## config.mk

```make
export PLATFORM = sky130hd
export DESIGN_NAME = csr_arb
export DESIGN_NICKNAME = d
export VERILOG_FILES = /design/src/rtl/csr_arb_pkg.sv /design/src/rtl/csr_rr_pick.sv /design/src/rtl/csr_arb.sv
export SDC_FILE = /design/constraint.sdc
export NUM_CORES = 1
export LEC_CHECK = 0
export ABC_AREA = 1
export BUFFER_PORTS_ARGS = -buffer_cell sky130_fd_sc_hd__buf_4
export CORE_AREA = 3 3 143 145
export CTS_CLUSTER_SIZE = 25
export DETAILED_ROUTE_END_ITERATION = 12
export DIE_AREA = 0 0 146 148
export SLEW_MARGIN = 40
export SYNTH_ARGS = -nofsm -noshare
export SYNTH_HDL_FRONTEND = slang
export SYNTH_SLANG_ARGS = --single-unit
```

## constraint.sdc

```tcl
create_clock -name clk -period 2.4 [get_ports clk]
set_input_delay 0.24 -clock clk [delete_from_list [all_inputs] [get_ports clk]]
set_output_delay 0.24 -clock clk [all_outputs]
set_load 0.01 [all_outputs]
```

## src/rtl/csr_arb_pkg.sv

```systemverilog
// Shared types and helpers for the CSR arbiter and its round-robin picker.
package csr_arb_pkg;

   typedef enum logic [1:0] {
      ARB_IDLE,
      ARB_ISSUE,
      ARB_WAIT,
      ARB_FAULT
   } csr_arb_state_e;

   // Single fill bit; replicated to DATA_W wherever a synthesized fault drives read data.
   localparam logic CSR_ARB_FAULT_RDATA = 1'b0;

   // Round-robin successor of idx among n requesters.
   function automatic int rr_next(input int idx, input int n);
      return (idx + 1 >= n) ? 0 : idx + 1;
   endfunction

endpackage

```

## src/rtl/csr_rr_pick.sv

```systemverilog
// Combinational rotate-priority picker: first set request at ptr, ptr+1, ... mod N.
module csr_rr_pick #(
   parameter int N     = 3,
   parameter int IDX_W = (N > 1) ? $clog2(N) : 1
) (
   input  logic [N-1:0]     req,
   input  logic [IDX_W-1:0] ptr,
   output logic             any,
   output logic [IDX_W-1:0] idx
);

   always_comb begin
      int cand;
      // NOTE: every combinational output gets a default first so no path can infer a latch.
      any  = 1'b0;
      idx  = '0;
      cand = 0;
      for (int off = 0; off < N; off++) begin
         cand = (int'(ptr) + off) % N;
         if (!any && req[cand[IDX_W-1:0]]) begin
            any = 1'b1;
            idx = IDX_W'(cand);
         end
      end
   end

endmodule

```

## src/rtl/csr_arb.sv

```systemverilog
// Round-robin arbiter sharing one CSR slave channel among NUM_REQ masters, one
// transaction in flight, with a response timeout that synthesizes a fault reply.
module csr_arb
   import csr_arb_pkg::*;
#(
   parameter int  NUM_REQ     = 3,
   parameter int  ADDR_W      = 32,
   parameter int  DATA_W      = 32,
   parameter int  PRIV_W      = 2,
   parameter int  TIMEOUT_CYC = 64,
   localparam int STRB_W      = DATA_W / 8,
   localparam int IDX_W       = $clog2((NUM_REQ > 2) ? NUM_REQ : 2)
) (
   input  logic                        clk,
   input  logic                        rst_n,
   input  logic [NUM_REQ-1:0]          m_req_valid,
   output logic [NUM_REQ-1:0]          m_req_ready,
   input  logic [NUM_REQ-1:0]          m_req_write,
   input  logic [NUM_REQ*ADDR_W-1:0]   m_req_addr,
   input  logic [NUM_REQ*DATA_W-1:0]   m_req_wdata,
   input  logic [NUM_REQ*STRB_W-1:0]   m_req_wstrb,
   input  logic [NUM_REQ*PRIV_W-1:0]   m_req_priv,
   output logic [NUM_REQ-1:0]          m_rsp_valid,
   input  logic [NUM_REQ-1:0]          m_rsp_ready,
   output logic [DATA_W-1:0]           m_rsp_rdata,
   output logic                        m_rsp_fault,
   output logic                        m_rsp_side_effect,
   output logic                        s_req_valid,
   input  logic                        s_req_ready,
   output logic                        s_req_write,
   output logic [ADDR_W-1:0]           s_req_addr,
   output logic [DATA_W-1:0]           s_req_wdata,
   output logic [STRB_W-1:0]           s_req_wstrb,
   output logic [PRIV_W-1:0]           s_req_priv,
   input  logic                        s_rsp_valid,
   output logic                        s_rsp_ready,
   input  logic [DATA_W-1:0]           s_rsp_rdata,
   input  logic                        s_rsp_fault,
   input  logic                        s_rsp_side_effect,
   output logic                        busy,
   output logic [IDX_W-1:0]            grant_id,
   output logic                        timeout_pulse,
   output logic                        stale_drop_pulse
);

   localparam int CNT_W   = (TIMEOUT_CYC > 1) ? $clog2(TIMEOUT_CYC) : 1;
   localparam int CNT_MAX = (TIMEOUT_CYC > 0) ? TIMEOUT_CYC - 1 : 0;

   logic [ADDR_W-1:0] req_addr  [NUM_REQ];
   logic [DATA_W-1:0] req_wdata [NUM_REQ];
   logic [STRB_W-1:0] req_wstrb [NUM_REQ];
   logic [PRIV_W-1:0] req_priv  [NUM_REQ];

   for (genvar i = 0; i < NUM_REQ; i++) begin : g_unpack
      assign req_addr[i]  = m_req_addr[i*ADDR_W +: ADDR_W];
      assign req_wdata[i] = m_req_wdata[i*DATA_W +: DATA_W];
      assign req_wstrb[i] = m_req_wstrb[i*STRB_W +: STRB_W];
      assign req_priv[i]  = m_req_priv[i*PRIV_W +: PRIV_W];
   end

   csr_arb_state_e   state_q, state_d;
   logic [IDX_W-1:0] grant_q, grant_d;
   logic [IDX_W-1:0] ptr_q, ptr_d;
   logic [CNT_W-1:0] cnt_q, cnt_d;
   logic             tpulse_q, tpulse_d;

   logic             pick_any;
   logic [IDX_W-1:0] pick_idx;
   logic             req_valid_g;
   logic             rsp_ready_g;
   logic [IDX_W-1:0] ptr_after_g;
   logic             route_rsp;
   logic             stale_ok;

   csr_rr_pick #(
      .N     (NUM_REQ),
      .IDX_W (IDX_W)
   ) u_pick (
      .req (m_req_valid),
      .ptr (ptr_q),
      .any (pick_any),
      .idx (pick_idx)
   );

   assign req_valid_g = m_req_valid[grant_q];
   assign rsp_ready_g = m_rsp_ready[grant_q];
   assign ptr_after_g = IDX_W'(rr_next(int'(grant_q), NUM_REQ));

   // NOTE: state registers use non-blocking assignments so every flop samples pre-edge values.
   always_ff @(posedge clk or negedge rst_n) begin
      if (!rst_n) begin
         state_q  <= ARB_IDLE;
         grant_q  <= '0;
         ptr_q    <= '0;
         cnt_q    <= '0;
         tpulse_q <= 1'b0;
      end else begin
         state_q  <= state_d;
         grant_q  <= grant_d;
         ptr_q    <= ptr_d;
         cnt_q    <= cnt_d;
         tpulse_q <= tpulse_d;
      end
   end

   always_comb begin
      state_d           = state_q;
      grant_d           = grant_q;
      ptr_d             = ptr_q;
      cnt_d             = cnt_q;
      tpulse_d          = 1'b0;
      route_rsp         = 1'b0;
      stale_ok          = 1'b0;
      m_req_ready       = '0;
      m_rsp_valid       = '0;
      m_rsp_rdata       = '0;
      m_rsp_fault       = 1'b0;
      m_rsp_side_effect = 1'b0;
      s_req_valid       = 1'b0;
      s_req_write       = 1'b0;
      s_req_addr        = '0;
      s_req_wdata       = '0;
      s_req_wstrb       = '0;
      s_req_priv        = '0;
      s_rsp_ready       = 1'b0;
      stale_drop_pulse  = 1'b0;

      unique case (state_q)
         ARB_IDLE: begin
            stale_ok = 1'b1;
            if (pick_any) begin
               grant_d = pick_idx;
               state_d = ARB_ISSUE;
            end
         end

         ARB_ISSUE: begin
            s_req_valid          = req_valid_g;
            s_req_write          = m_req_write[grant_q];
            s_req_addr           = req_addr[grant_q];
            s_req_wdata          = req_wdata[grant_q];
            s_req_wstrb          = req_wstrb[grant_q];
            s_req_priv           = req_priv[grant_q];
            m_req_ready[grant_q] = s_req_ready;
            if (!req_valid_g) begin
               // Master withdrew its request: abandon the grant without advancing fairness.
               stale_ok = 1'b1;
               state_d  = ARB_IDLE;
            end else if (s_req_ready) begin
               route_rsp = 1'b1;
               if (s_rsp_valid && rsp_ready_g) begin
                  state_d = ARB_IDLE;
                  ptr_d   = ptr_after_g;
               end else begin
                  state_d = ARB_WAIT;
                  cnt_d   = '0;
               end
            end else begin
               stale_ok = 1'b1;
            end
         end

         ARB_WAIT: begin
            route_rsp = 1'b1;
            if (s_rsp_valid) begin
               // A response in the terminal count cycle still wins over the timeout.
               if (rsp_ready_g) begin
                  state_d = ARB_IDLE;
                  ptr_d   = ptr_after_g;
               end
            end else if (TIMEOUT_CYC != 0) begin
               if (cnt_q == CNT_W'(CNT_MAX)) begin
                  state_d  = ARB_FAULT;
                  tpulse_d = 1'b1;
               end else begin
                  cnt_d = cnt_q + 1'b1;
               end
            end
         end

         ARB_FAULT: begin
            m_rsp_valid[grant_q] = 1'b1;
            m_rsp_rdata          = {DATA_W{CSR_ARB_FAULT_RDATA}};
            m_rsp_fault          = 1'b1;
            if (rsp_ready_g) begin
               state_d = ARB_IDLE;
               ptr_d   = ptr_after_g;
            end
         end
      endcase

      if (route_rsp) begin
         m_rsp_valid[grant_q] = s_rsp_valid;
         m_rsp_rdata          = s_rsp_rdata;
         m_rsp_fault          = s_rsp_fault;
         m_rsp_side_effect    = s_rsp_side_effect;
         s_rsp_ready          = rsp_ready_g;
      end

      // Unsolicited responses are swallowed, except while reset holds every ready low.
      if (stale_ok && rst_n && s_rsp_valid) begin
         s_rsp_ready      = 1'b1;
         stale_drop_pulse = 1'b1;
      end
   end

   assign busy          = (state_q != ARB_IDLE);
   assign grant_id      = grant_q;
   assign timeout_pulse = tpulse_q;

endmodule

```

# --- Word level (Yosys, flattened, before mapping) ---
# Index checks and enable logic that the tools add are counted.
word_totals:
  regBits: 13
  in_bits: 257
  output_inout_bits: 118
  elab_cells: 130
op_classes:
  bitwise: 2
  eq_ne: 14
  n_reduce_logical: 16
  muxes: 79
  n_div: 3
  n_lt_le_gt_ge: 7
  add_sub_neg: 4
op_table:
  columns: ["op", "count"]
  rows:
  - ["32-bit two-way mux", 7]
  - ["32-bit binary-select mux with 2-bit select", 2]
  - ["32-bit by 3-bit modulo with 32-bit output (second input constant)", 2]
  - ["2-bit two-way mux", 19]
  - ["3-bit by 3-bit modulo with 32-bit output (second input constant)", 1]
  - ["6-bit two-way mux", 5]
  - ["1-bit two-way mux", 25]
  - ["2-bit inequality test (second input constant)", 8]
  - ["1-bit binary-select mux with 2-bit select", 6]
  - ["2-bit by 3-bit less-than comparator with 1-bit output (second input constant)", 4]
  - ["4-bit two-way mux", 3]
  - ["6-bit case mux with 2 select lines", 1]
  - ["3-bit two-way mux", 3]
  - ["4-bit binary-select mux with 2-bit select", 1]
  - ["2-bit case mux with 4 select lines", 1]
  - ["2-bit by 1-bit adder with 3-bit output (second input constant)", 2]
  - ["6-bit by 1-bit adder with 6-bit output (second input constant)", 1]
  - ["6-bit equality test (second input constant)", 1]
  - ["1-bit logical AND", 6]
  - ["3-bit inequality test (second input constant)", 2]
  - ["2-bit case mux with 3 select lines", 1]
  - ["6-bit AND reduction", 1]
  - ["5-bit AND reduction", 1]
  - ["2-bit binary-select mux with 2-bit select", 1]
  - ["other kinds (17)", 21]

# --- Longest topological paths before layout ---
# Gate-level depths: netlist of run 1.
depth:
  depth_word: 12
  ltp_mapped: 11
  ltp_nobuf: 11

# --- Cells and area by module ---
# From an unflattened synthesis of run 1, not the netlist that was laid out.
unflattened:
  cells_unflattened: 730
  area_unflattened_um2: 3353.2
by_module_without_submodules:
  columns: ["module", "instances", "cells_per_inst", "area_each_um2", "seq_area_each_um2"]
  rows:
  - ["csr_arb", 1, 679, 3113.0, 325.3]
  - ["csr_rr_pick", 1, 51, 240.2, 0.0]

# --- Worst setup path before layout of run 1 ---
# OpenSTA, ideal clock, no wires.
synth_timing:
  path_type: "register -> output"
  start: "register state_q[0]"
  end: "output m_rsp_rdata[10]"
  path_slack_ns: 0.662
  path_stages_with_launch: 9
  arrival_time_ns: 1.498
  cell_sequence: "dfrtp_1 inv_1 ha_1 clkbuf_1 inv_1 o21ai_4 nand2_4 buf_6 nor2_1"
synth_between:
  elab_chain_len: 3
  elab_cells_between_ends: 4
  cone_classes: "2 x eq/ne; 2 x mux"
synth_lines:
  columns: ["element", "line_no", "source"]
  rows:
  - ["from (decl)", "csr_arb.sv:61", "csr_arb_state_e state_q, state_d;"]
  - ["from (signal assigned)", "csr_arb.sv:98", "state_q <= state_d;"]
  - ["2-bit equality test or 2-bit by 1-bit equality test with 1-bit output (tied branches)", "csr_arb.sv:128", "unique case (state_q)"]
  - ["1-bit case mux with 2 select lines (*)", "csr_arb.sv:128", null]
  - ["32-bit two-way mux (*)", "csr_arb.sv:192", "if (route_rsp) begin"]
  - ["to (decl)", "csr_arb.sv:25", "output logic [DATA_W-1:0] m_rsp_rdata,"]
# Mark *: on every way between the ends. The rest lies on a longest branch, timed or not.

# --- Final worst setup path of run 1 ---
layout_timing:
  start: "register state_q[0]"
  end: "output m_rsp_fault"
layout_between:
  elab_chain_len: 3
  elab_cells_between_ends: 6
  cone_classes: "3 x eq/ne; 3 x mux"
layout_lines:
  columns: ["element", "line_no", "source"]
  rows:
  - ["2-bit equality test or 2-bit by 1-bit equality test with 1-bit output (tied branches)", "csr_arb.sv:128", null]
  - ["1-bit case mux with 2 select lines or 1-bit two-way mux (tied branches)", "csr_arb.sv:128", null]
  - ["1-bit two-way mux (*)", "csr_arb.sv:192", null]
  - ["to (decl)", "csr_arb.sv:26", "output logic m_rsp_fault,"]
# Marked as above.

==> impl_metrics.py, run 1 <==
metrics = {
    "grt": {
        "grt_usage": 0.143,
        "overflow": 0,
        "grt_antenna_before_repair": 0,
        "grt_max_degree": 77,
        "grt_pass1_wl_mm": 26.1,
        "grt_pass1_vias": 5198,
    },
    "floorplanning": {
        "fp.dieW_microns": 146,
        "start_util": 0.172,
        "dieArea_sq_um": 21600,
        "rows": 51,
        "coreArea_sq_um": 19300,
        "die_y_microns": 148,
        "io_pins": 375,
    },
    "synth": {
        "synth_nets": 994,
        "syn_inst": 729,
        "avgSynthCellArea_sq_um": 4.56,
        "yosysWarnings": 0,
        "ys_seq_elements": 13,
        "ys_types": 25,
        "syn_area_sq_um": 3320,
        "yosysSeqAreaShare": 0.0979,
    },
    "critical_path": {
        "r2r_setup_slack_ps": 470,
        "startpoint_type": "flop",
        "endpoint_kind": "output pin",
        "crit_required_ps": 2160,
        "crit_arrival_ps": 1960,
        "path_max_fanout": 37,
        "critical_path_class": "flop to output pin",
    },
    "timing": {
        "rsz0062_at_grt": "false",
        "fin_skew_ps": 2.03,
        "setup_ws_ps": 195,
        "post-route-period-util": 0.919,
        "setup_viol": 0,
        "slew_viol_final": 0,
        "worstMarginPinSlew_ps": 460,
        "fmax_ghz": 0.454,
        "relSlewSlack": 0.693,
        "hold_viol_final": 0,
        "period_needed_ps": 2200,
        "setup_tns_ps": 0,
    },
    "final_layout": {
        "diodes": 0,
        "drive_gt1_frac": 0.365,
        "finalNetCount": 1345,
        "fillers": 2198,
        "area_growth_pct": 95.3,
        "final_util": 0.335,
    },
    "drt": {
        "ant_nets": 0,
        "wl_per_cell_microns": 12.8,
        "vias": 5565,
        "firstDrtPassIters": 6,
        "top_layer": "met4",
        "wl_met1_mm": 6.60,
        "wl_met3_mm": 1.48,
        "wl_mm": 17.2,
        "dr_wl_met2_mm": 8.92,
        "dr.first_iter.drc_count": 185,
        "routed_via_density": 4.14,
        "drc": 0,
    },
    "placed_design": {
        "hpwlAfterDp_mm": 14.3,
        "gp_congestion": 0.839,
        "dp_slack_ps": 406,
        "numPortBuffers": 374,
    },
    "power_and_ir_drop": {
        "vdd_drop_max_mv": 0.406,
        "p_leak_nw": 4.20,
        "pwr_density_cell_nw_per_um2": 896,
    },
    "cts": {
        "clock_latency_ps": 240,
        "cts_buffer_depth": 2,
        "cts_tree": "done",
        "ctsResizeCount": 0,
        "cts-root-buf": "clkbuf_16",
        "post-cts-setup-buffers": 0,
        "numClockSinks": 13,
        "clk_pin_slew_ps": 50,
        "htree_levels": 1,
        "numCtsBuffers": 3,
        "cts_hold_buffers": 1,
    },
    "job": {
        "maxCapViolCount": 0,
    },
    "run_status": {
        "outcome": "finished, final reports clean",
    },
    "hold_path": {
        "hold_class": "primary input to asynchronous set/reset pin",
    },
}
## worst max-delay path: stages (launching register included)
cell,delay (ps)
dfrtp_1,420
inv_1,130
ha_1,320
inv_1,150
o21ai_4,120
nand2_4,250
nand2_1,130
nand2_1,60
buf_4,140
## kinds of logic after synthesis
logic type               count (synthesis)  share of synthesized area
AO/OA/AOI/OAI                           17                     0.0298
adder cells (fa/ha/maj)                  8                     0.0301
buffers and inverters                  167                      0.196
flip-flops                              13                     0.0979
AND/OR/NAND/NOR                        524                      0.646
## through the flow
stage	area [sq um]	power (mW)	std cells	hold slack (ps)
2_1_floorplan	3320	3.24	729	-55.6
3_3_place_gp	6400	5.53	1339	103
3_5_place_dp	6400	5.56	1339	107
4_1_cts	6490	5.90	1344	404
5_1_grt	6490	6.43	1344	429
6_report	6490	5.81	1344	404
## flip-flops by register name, summed over array words and instances, names as in the netlist
name           count
state_q            2
ptr_q              2
cnt_q              6
grant_id           2
timeout_pulse      1
## cells in the final DEF, fill, tap and decap left out, drive strengths merged
cell type and instances:
dlygate4sd3 1, o22ai 1, nand4 5, dfrtp 13
o21ai 13, nand2 353, inv 132, nor3 2
nor2 52, or2 2, clkbuf 4, nand3b 1
a21oi 2, and2 1, a31oi 1, ha 8
nand3 108, buf 380
## layout make-up
class                      instances  area, sq um  share of cell area
timing repair buffer             381         2900               0.447
multi-input combinational        549         2350               0.363
inverter                         132          495              0.0764
tap                              265          332              0.0511
sequential                        13          325              0.0502
clock buffer                       4         78.8              0.0122
## where the power goes
part	internal (mW)	switching, mW	leakage [nW]
sequential	0.275	0.0719	0.175
clock	0.224	0.0940	0.0382
combinational	2.13	3.01	3.98
total	2.63	3.18	4.20
## cells in the mapped netlist
cell      instances  share of area
nand2_1         350           0.40
inv_1           130           0.15
nand3_1         107           0.16
nor2_1           52          0.059
clkbuf_1         26          0.029
dfrtp_1          13          0.098
o21ai_0           9          0.014
ha_1              8          0.030
nand4_1           5         0.0094
buf_1             4         0.0045
buf_6             3          0.010
o21ai_1           3         0.0045
a21oi_1           2         0.0030
buf_2             2         0.0030
inv_2             2         0.0023
nand2_2           2         0.0038
nor3_1            2         0.0030
or2_2             2         0.0038
a31oi_1           1         0.0019
and2_1            1         0.0019
nand2_4           1         0.0034
nand3_2           1         0.0030
nand3b_1          1         0.0023
o21ai_4           1         0.0049
o22ai_1           1         0.0019
## metal layers
metal,global-route usage,vias to the layer above
met2,0.272,240
met3,0.0356,14
li1,-,2871
met5,0,-
met4,0.0198,0
met1,0.165,2440
## final timing paths
kind / cells after the start / start / end
setup / recovery: 8 / state_q[0] / m_rsp_fault
hold / removal: 2 / rst_n / cnt_q[2]
setup reg to reg: 7 / grant_id[0] / cnt_q[4]
hold reg to reg: 2 / ptr_q[1] / ptr_q[1]
max in group asynchronous: 2 / rst_n / cnt_q[1]
min in group clk: 6 / s_rsp_valid / state_q[1]
Power figures use the tool's default switching activity.
==> run 2, diff against run 1 <==
--- a/config.mk
+++ b/config.mk
@@ -5,12 +5,14 @@
 export SDC_FILE = /design/constraint.sdc
 export NUM_CORES = 1
 export LEC_CHECK = 0
-export ABC_AREA = 1
+export ABC_AREA = 0
 export BUFFER_PORTS_ARGS = -buffer_cell sky130_fd_sc_hd__buf_4
-export CORE_AREA = 3 3 143 145
+export CORE_AREA = 3 3 145 147
+export CTS_CLUSTER_DIAMETER = 30
 export CTS_CLUSTER_SIZE = 25
 export DETAILED_ROUTE_END_ITERATION = 12
-export DIE_AREA = 0 0 146 148
+export DIE_AREA = 0 0 148 150
+export RECOVER_POWER = 25
 export SLEW_MARGIN = 40
 export SYNTH_ARGS = -nofsm -noshare
 export SYNTH_HDL_FRONTEND = slang
==> impl_metrics.py, run 2 <==
metrics = {
    "run_status": {
        "outcome": "finished, final reports clean",
    },
    "final_layout": {
        "drive_gt1_frac": 0.466,
        "layout_commonest_cell": "buf_4",
        "diodes": 0,
        "top_register": "cnt_q",
        "area_growth_pct": 98.0,
        "layout_common_cells": "buf_4 (367), nor2_1 (155), a21oi_1 (80), mux2i_1 (77), and2_1 (33)",
        "finalNetCount": 1113,
        "multi_input_area_sq_um": 2650,
        "largest_reg_flops": 6,
        "ff_latch_area_sq_um": 334,
        "fillers": 2239,
    },
    "drt": {
        "dr.first_iter.drc_count": 214,
        "ant_nets": 0,
        "routed_via_density": 4.32,
        "wl_per_cell_microns": 15.5,
        "wl_mm": 17.3,
        "vias": 4823,
        "firstDrtPassIters": 4,
        "drc": 0,
    },
    "synth": {
        "synth_top_area_frac": 0.243,
        "ys_seq_elements": 13,
        "ys_types": 52,
        "synth.most_common_cell": "nor2_1",
        "avgSynthCellArea_sq_um": 6.43,
        "synth_ff_type": "dfrtp_1",
        "yosys.area.top_type": "mux2i_1",
        "yosysSeqAreaShare": 0.101,
        "syn_inst": 500,
        "synthTopCellsByCount": "nor2_1 (155), a21oi_1 (80), mux2i_1 (78)",
        "syn_area_sq_um": 3220,
        "synth_nets": 765,
        "yosysWarnings": 0,
        "synth_area_leaders": "mux2i_1 (24%), nor2_1 (18%), a21oi_1 (12%)",
        "synth-edff-count": 0,
        "synthArstFlopShare": 1.00,
    },
    "critical_path": {
        "startpoint_type": "flop",
        "cpMostUsedCell": "mux2i_4",
        "cp_num_buf_inv": 2,
        "max_stage_delay_ps": 510,
        "endpoint_kind": "output pin",
        "cp_slowest_cell": "dfrtp_4",
        "crit_path_start": "grant_id[1]",
        "crit_required_ps": 2160,
        "path_max_fanout": 7,
        "crit_path_cell_trace": "mux2i_4, nor3_2, o31a_1, buf_6, mux2i_4, nor3_1, buf_4",
        "rr_startpoint": "grant_id[1]",
        "crit_arrival_ps": 2060,
        "critPathTopFamily": "multiplexers",
        "critical_path_class": "flop to output pin",
    },
    "cts": {
        "numClockSinks": 13,
        "clk_pin_slew_ps": 50,
        "cts-root-buf": "clkbuf_16",
        "cts_tree": "done",
        "clock_latency_ps": 240,
        "cts_buffer_depth": 2,
        "htree_levels": 1,
        "numCtsBuffers": 3,
    },
    "timing": {
        "slew_viol_final": 0,
        "fin_skew_ps": 0.632,
        "setup_ws_ps": 98.1,
        "hold_viol_final": 0,
        "post-route-period-util": 0.959,
        "worstMarginPinSlew_ps": 783,
        "setup_viol": 0,
        "relSlewSlack": 0.478,
        "setup_tns_ps": 0,
        "fin_hold_ws_ps": 259,
        "period_needed_ps": 2300,
        "rsz0062_at_grt": "false",
        "fmax_ghz": 0.434,
    },
    "grt": {
        "use_met3": 0.0288,
        "grt_usage": 0.135,
        "met2_usage": 0.247,
        "grt_antenna_before_repair": 0,
        "grt_max_degree": 72,
        "overflow": 0,
        "grt_pass1_wl_mm": 24.4,
        "grt.met1_usage": 0.169,
        "grt_busiest_layer": "met2",
        "grt_pass1_vias": 4534,
    },
    "floorplanning": {
        "fp.dieW_microns": 148,
        "coreArea_sq_um": 20000,
        "die_y_microns": 150,
        "rows": 52,
        "start_util": 0.160,
        "io_pins": 375,
        "dieArea_sq_um": 22200,
    },
    "power_and_ir_drop": {
        "p_leak_nw": 3.13,
        "vdd_drop_max_mv": 0.641,
        "pwr_density_cell_nw_per_um2": 837,
    },
    "job": {
        "maxCapViolCount": 0,
    },
    "placed_design": {
        "dp_slack_ps": 101,
        "numPortBuffers": 374,
        "hpwlAfterDp_mm": 14.0,
        "gp_congestion": 0.802,
    },
    "hold_path": {
        "hold_class": "primary input to flop",
        "hold_path_startpoint": "s_rsp_valid",
    },
}
## run 2: power by group
| group | switching [mW] | internal [mW] |
|---|---|---|
| Clock | 0.0979 | 0.225 |
| Sequential | 0.108 | 0.291 |
| Combinational | 2.50 | 2.11 |
## run 2: timing repair
item | 4_1_cts | 5_1_grt
pin swaps | 1 | 0
gates resized for setup | 3 | 7
hold endpoints to repair | 13 | 0
setup buffers | 1 | 0
setup endpoints to repair | 34 | 38
hold buffers | 1 | 0
## run 2: stage by stage
| step | cell area [sq um] | power (mW) | std cells | utilization |
|---|---|---|---|---|
| floorplan | 3220 | 3.01 | 500 | - |
| global placement | 6300 | 5.05 | 1111 | 0.314 |
| detailed placement | 6300 | 5.06 | 1111 | 0.314 |
| CTS | 6410 | 5.43 | 1117 | 0.320 |
| global route | 6370 | 5.76 | 1117 | 0.318 |
| finish | 6370 | 5.33 | 1117 | 0.318 |
## run 2: path summary, 6_finish.rpt
path | endpoint | slack [ps] | depth (start not counted)
min reg2reg | cnt_q[0] | 520 | 1
max in group asynchronous | grant_id[1] | 1220 | 2
min | timeout_pulse | 260 | 2
max reg2reg | ptr_q[0] | 200 | 5
max | m_rsp_valid[0] | 100 | 7
min in group asynchronous | cnt_q[3] | 610 | 2
## run 2: per-layer routing
layer	vias up	routed length, microns
met1	2153	6960
met5	-	0
met4	0	114
li1	2407	-
met2	253	8740
met3	10	1510
## run 2: cells by family (layout without fill, tap and decap cells)
logic type | count (synthesis) | in the layout | share of synthesized area
simple gates | 222 | 222 | 0.307
buf+inv | 58 | 405 | 0.0774
fa+ha+maj | 8 | 8 | 0.0311
mux | 82 | 82 | 0.261
flops | 13 | 13 | 0.101
compound gates | 117 | 117 | 0.223
## run 2: layout make-up
cell class / instances / area share
timing repair buffer: 388 / 0.458
sequential: 13 / 0.0525
inverter: 13 / 0.00767
clock buffer: 4 / 0.0124
tap: 270 / 0.0531
multi-input combinational: 429 / 0.417
